[config.mk]
export PLATFORM = sky130hd
export DESIGN_NAME = sub_hunter
export DESIGN_NICKNAME = d
export VERILOG_FILES = /design/src/rtl/sub_hunter.sv
export SDC_FILE = /design/constraint.sdc
export NUM_CORES = 1
export LEC_CHECK = 0
export CORE_AREA = 2 2 104 207
export CTS_BUF_LIST = sky130_fd_sc_hd__clkbuf_4 sky130_fd_sc_hd__clkbuf_8
export DETAILED_ROUTE_END_ITERATION = 8
export DIE_AREA = 0 0 106 209
export MAX_ROUTING_LAYER = met4
export PLACE_DENSITY_LB_ADDON = 0.15
export SLEW_MARGIN = 40
export SYNTH_ARGS = -nofsm -noshare
export SYNTH_HDL_FRONTEND = slang
export SYNTH_SLANG_ARGS = --single-unit
[constraint.sdc]
create_clock -name clk -period 9 [get_ports clk]
set_input_delay 1.35 -clock clk [delete_from_list [all_inputs] [get_ports clk]]
set_output_delay 1.35 -clock clk [all_outputs]
set_load 0.01 [all_outputs]
[src/rtl/sub_hunter.sv]
// Automatic shot initiator for the submarine responder: raster hunt plus a
// neighbour target queue that is drained ahead of the scan after every hit.
module sub_hunter #(
    parameter int WIDTH   = 6,
    parameter int QDEPTH  = 8,
    parameter int TIMEOUT = 64
) (
    input  logic       clk,
    input  logic       rstn,
    input  logic       i_start,
    input  logic [1:0] i_map_sel,
    output logic [1:0] o_init_select,
    output logic       o_select_valid,
    output logic [2:0] o_x,
    output logic [2:0] o_y,
    output logic       o_cord_valid,
    input  logic       i_busy,
    input  logic       i_hit,
    input  logic       i_sink,
    input  logic       i_done,
    output logic       o_running,
    output logic       o_finished,
    output logic       o_won,
    output logic       o_error,
    output logic [5:0] o_shot_count,
    output logic [5:0] o_hit_count
);

    localparam int NCELL = WIDTH * WIDTH;
    localparam int QAW   = $clog2(QDEPTH);
    localparam int QCW   = QAW + 1;
    localparam int TW    = $clog2(TIMEOUT) + 1;

    localparam logic [QCW-1:0] QFULL = QCW'(QDEPTH);
    localparam logic [TW-1:0]  TLAST = TW'(TIMEOUT - 1);
    localparam logic [3:0]     W4    = 4'(WIDTH);
    localparam logic [2:0]     WLAST = 3'(WIDTH - 1);

    localparam logic [3:0] S_IDLE    = 4'd0;
    localparam logic [3:0] S_INIT    = 4'd1;
    localparam logic [3:0] S_SETTLE  = 4'd2;
    localparam logic [3:0] S_PICK    = 4'd3;
    localparam logic [3:0] S_FIRE    = 4'd4;
    localparam logic [3:0] S_GUARD   = 4'd5;
    localparam logic [3:0] S_WAIT    = 4'd6;
    localparam logic [3:0] S_RESOLVE = 4'd7;
    localparam logic [3:0] S_FINISH  = 4'd8;

    logic [3:0]       r_state;
    logic [3:0]       w_next;
    logic [2:0]       r_x, r_y;
    logic [2:0]       r_cx, r_cy;
    logic             r_scan_end;
    logic [NCELL-1:0] r_fired;
    logic [5:0]       r_queue [QDEPTH];
    logic [QAW-1:0]   r_rptr, r_wptr;
    logic [QCW-1:0]   r_qcount;
    logic             r_gcnt;
    logic [TW-1:0]    r_wcnt;
    logic             r_hit_f, r_done_f;
    logic [5:0]       r_shot_count, r_hit_count;
    logic [1:0]       r_init_select;
    logic             r_finished, r_won, r_error;

    logic [5:0]       w_pop;
    logic             w_pop_fired, w_cur_fired, w_window, w_done_now;
    logic [3:0]       w_nx [4];
    logic [3:0]       w_ny [4];
    logic [3:0]       w_ok;
    logic [3:0]       w_push_en;
    logic [QAW-1:0]   w_push_idx [4];
    logic [QAW-1:0]   w_wptr_push;
    logic [QCW-1:0]   w_qcount_push;
    logic             w_unused;

    function automatic logic [5:0] f_idx(input logic [2:0] fx, input logic [2:0] fy);
        return 6'(fx) * 6'(WIDTH) + 6'(fy);
    endfunction

    // Sink pulses carry no strategic information for this player.
    assign w_unused = i_sink;

    assign w_pop       = r_queue[r_rptr];
    assign w_pop_fired = r_fired[f_idx(w_pop[5:3], w_pop[2:0])];
    assign w_cur_fired = r_fired[f_idx(r_cx, r_cy)];
    assign w_window    = (r_state == S_FIRE) || (r_state == S_GUARD) || (r_state == S_WAIT);
    assign w_done_now  = r_done_f || i_done;

    // Neighbours are widened to 4 bits so x-1 at 0 wraps to 15 and fails the range test.
    always_comb begin
        w_nx[0] = {1'b0, r_x} - 4'd1;  w_ny[0] = {1'b0, r_y};
        w_nx[1] = {1'b0, r_x} + 4'd1;  w_ny[1] = {1'b0, r_y};
        w_nx[2] = {1'b0, r_x};         w_ny[2] = {1'b0, r_y} - 4'd1;
        w_nx[3] = {1'b0, r_x};         w_ny[3] = {1'b0, r_y} + 4'd1;
        w_ok = '0;
        for (int i = 0; i < 4; i++) begin
            if ((w_nx[i] < W4) && (w_ny[i] < W4))
                w_ok[i] = !r_fired[f_idx(w_nx[i][2:0], w_ny[i][2:0])];
        end
    end

    always_comb begin
        logic [QCW-1:0] w_cnt;
        logic [QAW-1:0] w_wp;
        w_cnt     = r_qcount;
        w_wp      = r_wptr;
        w_push_en = '0;
        for (int i = 0; i < 4; i++) begin
            w_push_idx[i] = '0;
            if (w_ok[i] && (w_cnt < QFULL)) begin
                w_push_en[i]  = 1'b1;
                w_push_idx[i] = w_wp;
                w_wp          = w_wp + 1'b1;
                w_cnt         = w_cnt + 1'b1;
            end
        end
        w_wptr_push   = w_wp;
        w_qcount_push = w_cnt;
    end

    always_comb begin
        w_next = r_state;
        case (r_state)
            S_IDLE:    if (i_start) w_next = S_INIT;
            S_INIT:    w_next = S_SETTLE;
            S_SETTLE:  w_next = S_PICK;
            S_PICK: begin
                if (r_qcount != '0) begin
                    if (!w_pop_fired) w_next = S_FIRE;
                end else if (r_scan_end) begin
                    w_next = S_FINISH;
                end else if (!w_cur_fired) begin
                    w_next = S_FIRE;
                end
            end
            S_FIRE:    w_next = S_GUARD;
            S_GUARD:   if (r_gcnt) w_next = S_WAIT;
            S_WAIT: begin
                if (!i_busy || w_done_now) w_next = S_RESOLVE;
                else if (r_wcnt == TLAST)  w_next = S_FINISH;
            end
            S_RESOLVE: w_next = r_done_f ? S_FINISH : S_PICK;
            S_FINISH:  w_next = S_IDLE;
            default:   w_next = S_IDLE;
        endcase
    end

    always_ff @(posedge clk or negedge rstn) begin
        if (!rstn) begin
            r_state       <= S_IDLE;
            r_x           <= '0;
            r_y           <= '0;
            r_cx          <= '0;
            r_cy          <= '0;
            r_scan_end    <= 1'b0;
            r_fired       <= '0;
            for (int i = 0; i < QDEPTH; i++) r_queue[i] <= '0;
            r_rptr        <= '0;
            r_wptr        <= '0;
            r_qcount      <= '0;
            r_gcnt        <= 1'b0;
            r_wcnt        <= '0;
            r_hit_f       <= 1'b0;
            r_done_f      <= 1'b0;
            r_shot_count  <= '0;
            r_hit_count   <= '0;
            r_init_select <= '0;
            r_finished    <= 1'b0;
            r_won         <= 1'b0;
            r_error       <= 1'b0;
        end else begin
            r_state <= w_next;
            if (w_window) begin
                r_hit_f  <= r_hit_f | i_hit;
                r_done_f <= r_done_f | i_done;
            end
            if (w_next == S_FINISH) r_finished <= 1'b1;
            case (r_state)
                S_IDLE: begin
                    if (i_start) begin
                        r_init_select <= i_map_sel;
                        r_shot_count  <= '0;
                        r_hit_count   <= '0;
                        r_fired       <= '0;
                        r_rptr        <= '0;
                        r_wptr        <= '0;
                        r_qcount      <= '0;
                        r_cx          <= '0;
                        r_cy          <= '0;
                        r_scan_end    <= 1'b0;
                        r_hit_f       <= 1'b0;
                        r_done_f      <= 1'b0;
                        r_finished    <= 1'b0;
                        r_won         <= 1'b0;
                        r_error       <= 1'b0;
                    end
                end
                S_PICK: begin
                    if (r_qcount != '0) begin
                        r_rptr   <= r_rptr + 1'b1;
                        r_qcount <= r_qcount - 1'b1;
                        if (!w_pop_fired) begin
                            r_x <= w_pop[5:3];
                            r_y <= w_pop[2:0];
                        end
                    end else if (!r_scan_end) begin
                        if (!w_cur_fired) begin
                            r_x <= r_cx;
                            r_y <= r_cy;
                        end
                        if (r_cy == WLAST) begin
                            r_cy <= '0;
                            if (r_cx == WLAST) r_scan_end <= 1'b1;
                            else               r_cx <= r_cx + 3'd1;
                        end else begin
                            r_cy <= r_cy + 3'd1;
                        end
                    end
                end
                S_FIRE: begin
                    r_fired[f_idx(r_x, r_y)] <= 1'b1;
                    if (r_shot_count != 6'd63) r_shot_count <= r_shot_count + 6'd1;
                    r_gcnt <= 1'b0;
                end
                S_GUARD: begin
                    r_gcnt <= 1'b1;
                    r_wcnt <= '0;
                end
                S_WAIT: begin
                    r_wcnt <= r_wcnt + 1'b1;
                    if (w_next == S_FINISH) r_error <= 1'b1;
                end
                S_RESOLVE: begin
                    if (r_hit_f) begin
                        if (r_hit_count != 6'd63) r_hit_count <= r_hit_count + 6'd1;
                        for (int i = 0; i < 4; i++) begin
                            if (w_push_en[i])
                                r_queue[w_push_idx[i]] <= {w_nx[i][2:0], w_ny[i][2:0]};
                        end
                        r_wptr   <= w_wptr_push;
                        r_qcount <= w_qcount_push;
                    end
                    if (r_done_f) r_won <= 1'b1;
                    r_hit_f  <= 1'b0;
                    r_done_f <= 1'b0;
                end
                default: ;
            endcase
        end
    end

    assign o_init_select  = r_init_select;
    assign o_select_valid = (r_state == S_INIT);
    assign o_x            = r_x;
    assign o_y            = r_y;
    assign o_cord_valid   = (r_state == S_FIRE);
    assign o_running      = (r_state != S_IDLE) && (r_state != S_FINISH);
    assign o_finished     = r_finished;
    assign o_won          = r_won;
    assign o_error        = r_error;
    assign o_shot_count   = r_shot_count;
    assign o_hit_count    = r_hit_count;

endmodule

# Word level (Yosys, flattened, before mapping)
# Cells that the tools add are included.
# classes
mul	5
order_cmp	27
bitwise_logic	8
n_eq_ne	28
reduce_logical	47
mux	124
n_addsub	26
# ops
operator	count
$mux W48	10
$bwmux W48	4
$mux W3	26
$demux W6 S3	4
$pmux W36 S2	1
$mux W4	16
$mux W6	10
$lt A6 B7 Y1 const B	7
$add A6 B3 Y6	7
$bmux W1 S6	6
$mux W36	1
$or A36 B36 Y36	1
$pmux W4 S8	1
$mux W1	29
$mul A3 B2 Y5 const B	5
$pmux W3 S2	4
$pmux W6 S2	2
$add A3 B1 Y3 const B	7
$ge A4 B4 Y1 const B	5
$ne A2 B2 Y1 const B	10
$not A3 Y4	5
$bmux W6 S3	1
$reduce_and A3 Y1	6
$add A4 B1 Y4 const B	4
other kinds (34)	93
# word_totals
ff_bits	138
in_bits	9
output_inout_bits	26
elab_cells	293

# Longest topological paths before layout
# Gate-level depths: netlist (run 1).
# logic_depth
depth_word	28
depth_mapped	28
depth_no_buf	23

# Worst setup path before layout (run 1)
# OpenSTA, ideal clock, no wires.
# synth_timing
path_kind	reg2reg
startpoint	register r_x[0] (netlist: o_x[0])
endpoint	register r_queue[27] in the netlist's numbering
required_ns	8.906
setup_slack_ns	1.799
synth_period_minus_slack_ns	7.201
setup_time_ns	0.094
arrival_ns	7.107
path_stages_with_launch	27
path_buffers	3
path_cell_list	dfrtp_1 clkinv_1 ha_1 clkbuf_1 buf_1 xor2_1 inv_1 fa_1 buf_2 mux4_2 nand2_1 nand2_1 o2111ai_1 nand3_4 mux2_2 ha_1 xnor2_1 nor4_1 nand4b_1 o211ai_1 nor2_1 ha_1 inv_1 nor3_1 o211ai_2 and4_1 a211oi_1
# synth_via
elab_chain_cells	28
elab_cells_between_ends	95
classes_between	add/sub: 10; mul: 3; order compare: 14; mux: 48; bitwise: 4; reduce/logical: 16
# synth_lines
element	line	source
from (decl)	51	logic [2:0] r_x, r_y;
from (signal assigned)	203	r_x <= w_pop[5:3];
from (signal assigned)	208	r_x <= r_cx;
parallel branches: the longest is 27 deep, another holds $add A6 B3 Y6	-	
$mux W48 (*)	237	if (w_push_en[i])
to (signal, indexed assignment)	238	r_queue[w_push_idx[i]] <= {w_nx[i][2:0], w_ny[i][2:0]};
to (decl)	55	logic [5:0] r_queue [QDEPTH];
# Mark *: on every way between the ends. The select of a mux whose other input is x is not followed.
# A chain may end at the register's enable or synchronous reset.

# Final worst setup path (run 1)
# layout_timing
startpoint	register r_y[2] (netlist: o_y[2])
endpoint	register r_queue[5] in the netlist's numbering
# layout_via
elab_chain_cells	26
elab_cells_between_ends	92
classes_between	add/sub: 10; order compare: 14; mux: 48; bitwise: 4; reduce/logical: 16
# layout_lines
element	line	source
from (decl)	51	
from (signal assigned)	204	r_y <= w_pop[2:0];
from (signal assigned)	209	r_y <= r_cy;
parallel branches: the longest is 25 deep, another holds $add A6 B3 Y6	-	
$mux W48 (*)	237	
# Marked as above.

==> results of run 1 <==
==> logic make-up after synthesis <==
logic type               count (synthesis)  synth area share (%)
flip-flops                             138                  28.4
AO/OA/AOI/OAI                          332                  19.6
adder cells (fa/ha/maj)                 63                  7.23
buffers and inverters                  117                  3.97
XOR/XNOR                                50                  3.84
AND/OR/NAND/NOR                        408                  16.9
multiplexers                           154                  20.0
==> state kept, by name, summed over array words and instances (netlist names), 4 cells and up <==
signal and count:
r_queue 48, r_fired 36, r_wcnt 7, o_hit_count 6, o_shot_count 6, r_qcount 4, r_state 4
==> layer usage <==
metal / vias to the layer above / part of all wire [%] / GRT usage [%]
li1: 4803 / - / -
met1: 5287 / 40 / 45.2
met2: 526 / 48 / 53.8
met3: 110 / 7.2 / 5.58
met4: 0 / 5.3 / 17.7
met5: - / 0 / -
==> critical path: stages (launching register included) <==
cell,delay [ns]
dfrtp_1,0.89
inv_1,0.41
fa_1,1.01
mux4_2,0.39
nand2_1,0.08
nand2_1,0.14
o2111ai_1,0.65
nand3_4,0.26
mux2_2,0.35
ha_1,0.21
xnor2_1,0.15
nor4_1,0.17
nand4b_1,0.16
o211ai_1,0.23
nor2_1,0.50
ha_1,0.24
inv_1,0.05
or3_1,0.40
o41ai_4,0.42
mux2i_1,0.25
o21ai_1,0.08
==> final cells by class <==
class / instances / area [sq um] / share of cell area (%)
clock buffer: 17 / 234 / 1.79
clock inverter: 15 / 165 / 1.26
inverter: 48 / 183 / 1.39
multi-input combinational: 1007 / 8220 / 62.8
sequential: 138 / 3460 / 26.4
tap: 269 / 337 / 2.57
timing repair buffer: 55 / 500 / 3.82
==> cell usage in the layout, fill, tap and decap left out, types with 15 or more instances in the layout <==
| cell type | n |
|---|---|
| nand2_1 | 154 |
| o21ai_0 | 79 |
| clkdlybuf4s50_1 | 32 |
| mux4_2 | 68 |
| a21oi_1 | 40 |
| dfrtp_1 | 136 |
| o211ai_1 | 25 |
| o2111ai_1 | 18 |
| clkbuf_8 | 17 |
| nor3_1 | 27 |
| ha_1 | 51 |
| and3_1 | 16 |
| a22o_1 | 24 |
| nand4_1 | 15 |
| xor2_1 | 25 |
| nand3_1 | 26 |
| xnor2_1 | 23 |
| mux2_2 | 20 |
| inv_1 | 42 |
| mux2i_1 | 64 |
| buf_4 | 21 |
| nor2b_1 | 16 |
| a211oi_1 | 19 |
| nor2_1 | 83 |
==> through the flow <==
stage	instances	utilization, %	instance area (sq um)	hold WS (ns)	worst slack [ns]
detailed placement	1517	61.2	12700	0.462	1.90
global placement	1516	61.1	12700	0.464	1.94
CTS	1549	63.1	13100	0.484	1.83
finish	1549	63.1	13100	0.481	1.79
global route	1549	63.1	13100	0.524	1.28
floorplan	1262	-	12100	0.447	1.80
==> how the worst max path moves through the flow <==
stage | endpoint | slack (ns)
after global placement | r_queue[5] | 1.94
after global routing | r_queue[0] | 1.28
after detailed placement | r_queue[5] | 1.90
after floorplan | r_queue[27] | 1.80
after CTS | r_queue[5] | 1.83
final | r_queue[5] | 1.79
==> run summary, run 1 <==
Starting Density -> 58.6%
final hold vios -> 0
setup violators final -> 0
vias in the first global route -> 10,600
total negative setup slack -> 0 ns
DIE HEIGHT -> 209 um
R2R setup slack -> 1.79 ns
fin nets -> 1,339
Worst Hold Class -> reg2reg
GR Overflow Total -> 0
Row Count -> 75
Die ar. -> 22,200 sq um
ranking of synthesized cells by area -> dfrtp_1 (28%), mux4_2 (13%), mux2i_1 (5.3%), ha_1 (5.3%), nand2_1 (4.8%)
Post-Syn Area -> 12,100 sq um
Mapped Cells -> 1,262
drt total wl -> 36,400 um
worst-path fanout max -> 17
Chip Width -> 106 um
clk buf depth -> 2
CTS Buf Count -> 17
skew final -> 0.0207 ns
most frequent cell after synthesis -> nand2_1
core area -> 20,700 sq um
crit path time final -> 7.21 ns
routability congestion estimate from global placement -> 0.996
register bit total from synthesis -> 138
CP Data Required Time -> 9.36 ns
Area Growth Syn to Fin -> 7.85%
Yosys top cell area share -> 28.4%
Final Max Tran Viols -> 0
f_max -> 139 MHz
Top FF cell, synth -> dfrtp_1
hold_sp -> o_init_select[0]
Layout fillers -> 1,736
GR Util All Layers -> 35.1%
Synth cell types -> 89
Worst setup EP type -> flip-flop
worst r2r path cells -> 20
beginning of the critical path -> o_y[2]
reg2reg end -> r_queue[5]
Post-Syn Nets -> 1,334
CTS tree -> done
drt via density -> 6.92
Clock Latency Late Sink -> 0.51 ns
post-route ant nets -> 0
number of flops mapped to enable cells by yosys -> 0
DPL Wire Length -> 26,200 um
worst rel slew slack -> 43.4%
WS Path Type -> reg2reg
total setup buffers inserted after CTS -> 0
Pre-antenna DRT Iters -> 5
top cells by count, synth -> nand2_1 (155), dfrtp_1 (138), nor2_1 (83)
reg-to-reg startpoint -> o_y[2]
Initial DRC Count -> 1,074
Worst-Margin Slew -> 0.847 ns
Worst Hold Endpoint -> o_init_select[0]
hold_buf cts -> 0
ANT cells -> 0
RSZ-0062 raised after global routing -> false
vias -> 10,700
cell taking the most area after synthesis -> dfrtp_1
Yosys warnings -> 0
CTS resizes -> 0
per-cell routed wire length -> 23.5 um
DRC viols -> 0
first-pass GRT wire length -> 58,400 um
Synth Area per Inst -> 9.62 sq um
hold path cells -> 2
Async SR Flop Fraction -> 100%
largest net degree at the start of global routing -> 71
fin crit share -> 80.1%
CTS H-tree depth -> 4
I/O Buffers -> 33
Worst Setup Start Kind -> flip-flop
CTS Root Cell -> clkbuf_8
Worst Path Arrival -> 7.57 ns
max-cap violations -> 0
share of cells above drive strength 1 -> 14.4%
I/O pin count -> 35
status -> finished, final reports clean
# clock sinks -> 138
Seq/Total Area, Yosys -> 28.4%
Clk pin slew, worst setup/hold paths -> 0.10 ns
initial antenna violation count -> 0
Power of run 1 is not shown: default switching activity piles up to over one toggle a cycle in this logic, so the estimate is an artifact.
==> inputs of run 2 (changes only) <==
- clock period: 9 -> 7.2 ns (I/O delays scaled with it)
==> run summary, run 2 (synthesis results as in run 1) <==
status -> finished, final reports clean
per-cell routed wire length -> 22.9 um (-2.7%)
placed cell areas -> 12,800 sq um (+1.2%)
Die ar. -> 22,200 sq um (unchanged)
Cell Chain, Critical Path -> clkinvlp_4 -> ha_2 -> xor2_1 -> inv_1 -> fa_1 -> buf_4 -> mux4_2 -> nand2_1 -> nand2_1 -> o2111ai_1 -> nand3_4 -> inv_2 -> ha_1 -> ha_1 -> nand3b_1 -> o311ai_4 -> inv_4 -> ha_1 -> mux2i_4 -> inv_2 -> a41oi_2 -> mux2i_1 -> o21ai_1
Row Count -> 75 (unchanged)
I/O pin count -> 35 (unchanged)
worst-path fanout max -> 11 (-6)
Initial DRC Count -> 991 (-7.7%)
drt via density -> 6.97 (+0.63%)
met1 usage -> 44.0% (-1.2 points)
first-pass GRT wire length -> 57,800 um (-1.1%)
Layout Cells excl Fill -> 1,571 (+1.4%)
beginning of the critical path -> o_x[0]
R2R setup slack -> 0.53 ns (-1.26 ns)
most frequent cells in the layout -> nand2_1 (154), dfrtp_1 (137), nor2_1 (83)
worst r2r path cells -> 23 (+15%)
Worst Path Arrival -> 7.06 ns (-0.51 ns)
clk buf depth -> 2 (unchanged)
GR Util All Layers -> 34.5% (-0.63 points)
CTS Buf Count -> 17 (unchanged)
core area -> 20,700 sq um (unchanged)
largest net degree at the start of global routing -> 74 (+4.2%)
Clock Latency Late Sink -> 0.51 ns (about the same)
post-route ant nets -> 0 (unchanged)
ANT cells -> 0 (unchanged)
GR Overflow Total -> 0 (unchanged)
WS Path Type -> reg2reg
Worst-Margin Slew -> 0.871 ns (+0.0247 ns)
met2 GRT Util -> 52.8% (-1.0 points)
# clock sinks -> 138 (unchanged)
DPL Wire Length -> 26,300 um (+0.22%)
share of cells above drive strength 1 -> 15.7% (+1.4 points)
fin nets -> 1,361 (+1.6%)
DIE HEIGHT -> 209 um (unchanged)
crit path time final -> 6.67 ns (-0.540 ns)
fin crit share -> 92.7% (+13 points)
routability congestion estimate from global placement -> 1.03 (+3.0%)
CTS tree -> done
Worst setup EP type -> flip-flop
Worst Hold Class -> reg2reg
max-cap violations -> 0 (unchanged)
vias in the first global route -> 10,700 (+0.99%)
post-route cell area -> 13,300 sq um (+1.3%)
total negative setup slack -> 0 ns (unchanged)
skew final -> 0.0255 ns (+0.00477 ns)
hold_buf cts -> 0 (unchanged)
Pre-antenna DRT Iters -> 6 (+1)
Worst Setup Start Kind -> flip-flop
Final Max Tran Viols -> 0 (unchanged)
CTS Root Cell -> clkbuf_8
Most flops, register -> r_queue
most common cell after layout, fill and taps aside -> nand2_1
DRC viols -> 0 (unchanged)
Starting Density -> 58.6% (unchanged)
Worst path slowest cell -> fa_1
Clk pin slew, worst setup/hold paths -> 0.10 ns (about the same)
CP Data Required Time -> 7.59 ns (-1.77 ns)
f_max -> 150 MHz (+8.1%)
WHS -> 0.481 ns (+0.000131 ns)
final hold vios -> 0 (unchanged)
met3 Track Usage GR -> 5.46% (-0.12 points)
setup violators final -> 0 (unchanged)
max reg flops -> 48 (unchanged)
post-placement cell count -> 1,538 (+1.4%)
registers with the most flip-flops -> r_queue x48, r_fired x36, r_wcnt x7
Chip Width -> 106 um (unchanged)
drt total wl -> 35,900 um (-1.3%)
Area Growth Syn to Fin -> 9.26%
GR peak layer -> met2
reg-to-reg startpoint -> o_x[0]
Worst Setup EP -> r_queue[11]
reg2reg end -> r_queue[11]
I/O Buffers -> 33 (unchanged)
worst rel slew slack -> 41.4% (-2.0 points)
most frequent cell on the critical path -> ha_1
CP peak stage delay -> 0.69 ns (-0.32 ns)
initial antenna violation count -> 0 (unchanged)
CTS H-tree depth -> 4 (unchanged)
vias -> 10,900 (+2.1%)
RSZ-0062 raised after global routing -> false
-- run 2: timing repair --
item                                    in CTS  in global routing
buffers inserted                             0                  1
gates resized for setup                      0                  1
endpoints found under the setup margin       0                  2
-- run 2: worst min path at each step --
| stage | from | endpoint | slack (ns) | cells past startpoint |
|---|---|---|---|---|
| 2_1_floorplan | r_wcnt[6] | r_wcnt[6] | 0.45 | 1 |
| 3_3_place_gp | o_error | o_error | 0.46 | 2 |
| 3_5_place_dp | o_init_select[0] | o_init_select[0] | 0.47 | 2 |
| 4_1_cts | r_wcnt[6] | r_wcnt[6] | 0.49 | 1 |
| 5_1_grt | r_wcnt[6] | r_wcnt[6] | 0.52 | 1 |
| 6_report | r_wcnt[6] | r_wcnt[6] | 0.48 | 1 |
-- run 2: metrics by stage --
stage | setup slack, ns | utilization [%]
2_1_floorplan | 0.0846 | -
3_3_place_gp | 0.722 | 61.9
3_5_place_dp | 0.546 | 61.9
4_1_cts | 0.487 | 63.9
5_1_grt | 0.0358 | 64.0
6_report | 0.527 | 64.0
-- run 2: routing by layer --
layer,part of all wire [%],vias to the layer above
met4,5.4,0
met3,7.7,140
met2,48,548
li1,-,4851
met1,39,5408
met5,0,-
-- run 2: worst max-delay path, delay by kind of cell (launching register included) --
| family | cells | cell delay, ns |
|---|---|---|
| adder cells (fa/ha/maj) | 5 | 2.06 |
| buffers and inverters | 6 | 1.17 |
| AO/OA/AOI/OAI | 4 | 1.01 |
| multiplexers | 3 | 0.95 |
| AND/OR/NAND/NOR | 4 | 0.63 |
| flip-flops | 1 | 0.43 |
| XOR/XNOR | 1 | 0.29 |
-- run 2: cell type report --
| cell class | instances | area [sq um] |
|---|---|---|
| sequential | 138 | 3450 |
| fill | 1672 | 7470 |
| clock inverter | 15 | 178 |
| inverter | 48 | 186 |
| timing repair buffer | 77 | 666 |
| clock buffer | 17 | 234 |
| tap | 269 | 337 |
| multi-input combinational | 1007 | 8210 |
Power of run 2 is left out for the same reason.
==> inputs of run 3 (changes only) <==
- CAP_MARGIN: unset -> 20
- GPL_TIMING_DRIVEN: unset -> 0
==> run summary, run 3 (synthesis results as in run 1) <==
Clock Latency Late Sink -> 0.51 ns (about the same)
status -> finished, final reports clean
I/O pin count -> 35 (unchanged)
routability congestion estimate from global placement -> 1.03 (+0.74%)
Row Count -> 75 (unchanged)
Die ar. -> 22,200 sq um (unchanged)
Area Growth Syn to Fin -> 12.9%
Worst Hold Class -> in2async
CTS tree -> done
vias -> 11,300 (+3.7%)
drt total wl -> 39,800 um (+11%)
sequential cell area -> 3460 sq um (+0.11%)
first-pass GRT wire length -> 62,100 um (+7.5%)
final core utilization -> 66.1% (+2.1 points)
Worst Setup Start Kind -> flip-flop
Final Max Tran Viols -> 0 (unchanged)
DPL Wire Length -> 29,600 um (+13%)
worst rel slew slack -> 46.1% (+4.7 points)
CTS Buf Count -> 17 (unchanged)
Layout fillers -> 1,688 (+0.96%)
worst path bufs/invs -> 7 (+1)
registers with the most flip-flops -> r_queue x48, r_fired x36, r_wcnt x7
vias in the first global route -> 11,000 (+3.1%)
Most flops, register -> r_queue
Worst path slowest cell -> a2111o_1
max-cap violations -> 0 (unchanged)
WHS -> 0.380 ns (-0.101 ns)
most frequent cells in the layout -> nand2_1 (155), dfrtp_1 (136), nor2_1 (82)
drt via density -> 7.02 (+0.72%)
most common cell after layout, fill and taps aside -> nand2_1
initial antenna violation count -> 0 (unchanged)
fin crit share -> 96.5% (+3.8 points)
placed cell areas -> 12,900 sq um (+0.61%)
Worst Path Arrival -> 7.31 ns (+0.25 ns)
final hold vios -> 0 (unchanged)
share of cells above drive strength 1 -> 16.9% (+1.2 points)
Worst setup EP type -> flip-flop
Starting Density -> 58.6% (unchanged)
RSZ-0062 raised after global routing -> false
CP peak stage delay -> 0.49 ns (-0.20 ns)
fin nets -> 1,407 (+3.4%)
I/O Buffers -> 33 (unchanged)
WS Path Type -> reg2reg
worst-path fanout max -> 10 (-1)
core area -> 20,700 sq um (unchanged)
f_max -> 144 MHz (-4.0%)
CP Data Required Time -> 7.56 ns (-0.03 ns)
most frequent cell on the critical path -> ha_1
hold_buf cts -> 0 (unchanged)
GR Overflow Total -> 0 (unchanged)
post-placement cell count -> 1,566 (+1.8%)
max reg flops -> 48 (unchanged)
critical path's top delay family -> simple AND/OR/NAND/NOR gates
crit path time final -> 6.95 ns (+0.275 ns)
# clock sinks -> 138 (unchanged)
DRC viols -> 0 (unchanged)
per-cell routed wire length -> 24.6 um (+7.8%)
post-route ant nets -> 0 (unchanged)
CTS H-tree depth -> 4 (unchanged)
area of the multi-input gates -> 8470 sq um (+3.2%)
Chip Width -> 106 um (unchanged)
skew final -> 0.0160 ns (-0.00951 ns)
clk buf depth -> 2 (unchanged)
ANT cells -> 0 (unchanged)
DIE HEIGHT -> 209 um (unchanged)
Pre-antenna DRT Iters -> 5 (-1)
Layout Cells excl Fill -> 1,617 (+2.9%)
Worst-Margin Slew -> 0.805 ns (-0.0657 ns)
Initial DRC Count -> 1,103 (+11%)
setup violators final -> 0 (unchanged)
post-route cell area -> 13,700 sq um (+3.4%)
Clk pin slew, worst setup/hold paths -> 0.09 ns (about the same)
CTS Root Cell -> clkbuf_8
GR Util All Layers -> 37.8% (+3.4 points)
largest net degree at the start of global routing -> 66 (-11%)
run 3: changes by cell type in the layout (fill, tap and decap cells not counted), moves of 4 or more:
cell and delta:
buf_1 +4, clkbuf_1 +42, nor3_1 -4, buf_2 +7
buf_4 -16
run 3: area by class of cell:
class                           instances  area share (%)
Sequential cell                       138            25.2
Timing Repair Buffer                   58            4.20
Clock buffer                           17            1.71
Inverter                               48            1.40
Clock inverter                         15            1.06
Buffer                                 65            2.17
Tap cell                              269            2.45
Multi-Input combinational cell       1007            61.8
run 3: timing repair:
action                     4_1_cts  5_1_grt
resized for setup               29       16
buffers inserted                 9       14
pin swaps                        5        6
setup endpoints to repair       55       50
run 3: path summary, 6_finish.rpt:
check,startpoint,to,slack [ns],depth (start not counted)
worst max-delay path,o_x[1],r_queue[4],0.25,27
worst min-delay path,rstn,r_queue[24],0.38,1
worst max register to register,o_x[1],r_queue[4],0.25,27
worst min register to register,o_init_select[0],o_init_select[0],0.48,2
max in group asynchronous,rstn,r_wcnt[3],5.89,3
min in group clk,o_init_select[0],o_init_select[0],0.48,2
run 3: metal layers:
| metal | routed length [um] | up-vias | track usage, % |
|---|---|---|---|
| met3 | 3760 | 138 | 7.05 |
| met4 | 2280 | 0 | 19.9 |
| met2 | 18800 | 668 | 57.6 |
| met5 | 0 | - | - |
| met1 | 15000 | 5595 | 48.0 |
| li1 | - | 4948 | - |
run 3: worst reg2reg max path: cells and delay by family, from the launching register on:
kind,cells,cell delay (ns)
simple gates,7,1.65
buf+inv,7,1.15
compound gates,4,1.09
fa+ha+maj,4,1.04
xor+xnor,3,0.78
mux,2,0.66
flops,1,0.44
run 3: metrics by stage:
stage | setup TNS (ns) | setup WS [ns]
final | 0 | 0.252
after global routing | 0 | 0.0213
after CTS | -0.00155 | -0.00155
after detailed placement | -96.08 | -2.33
after global placement | -166.15 | -2.30
after floorplan | 0 | 0.0846
Power of run 3 is left out for the same reason.
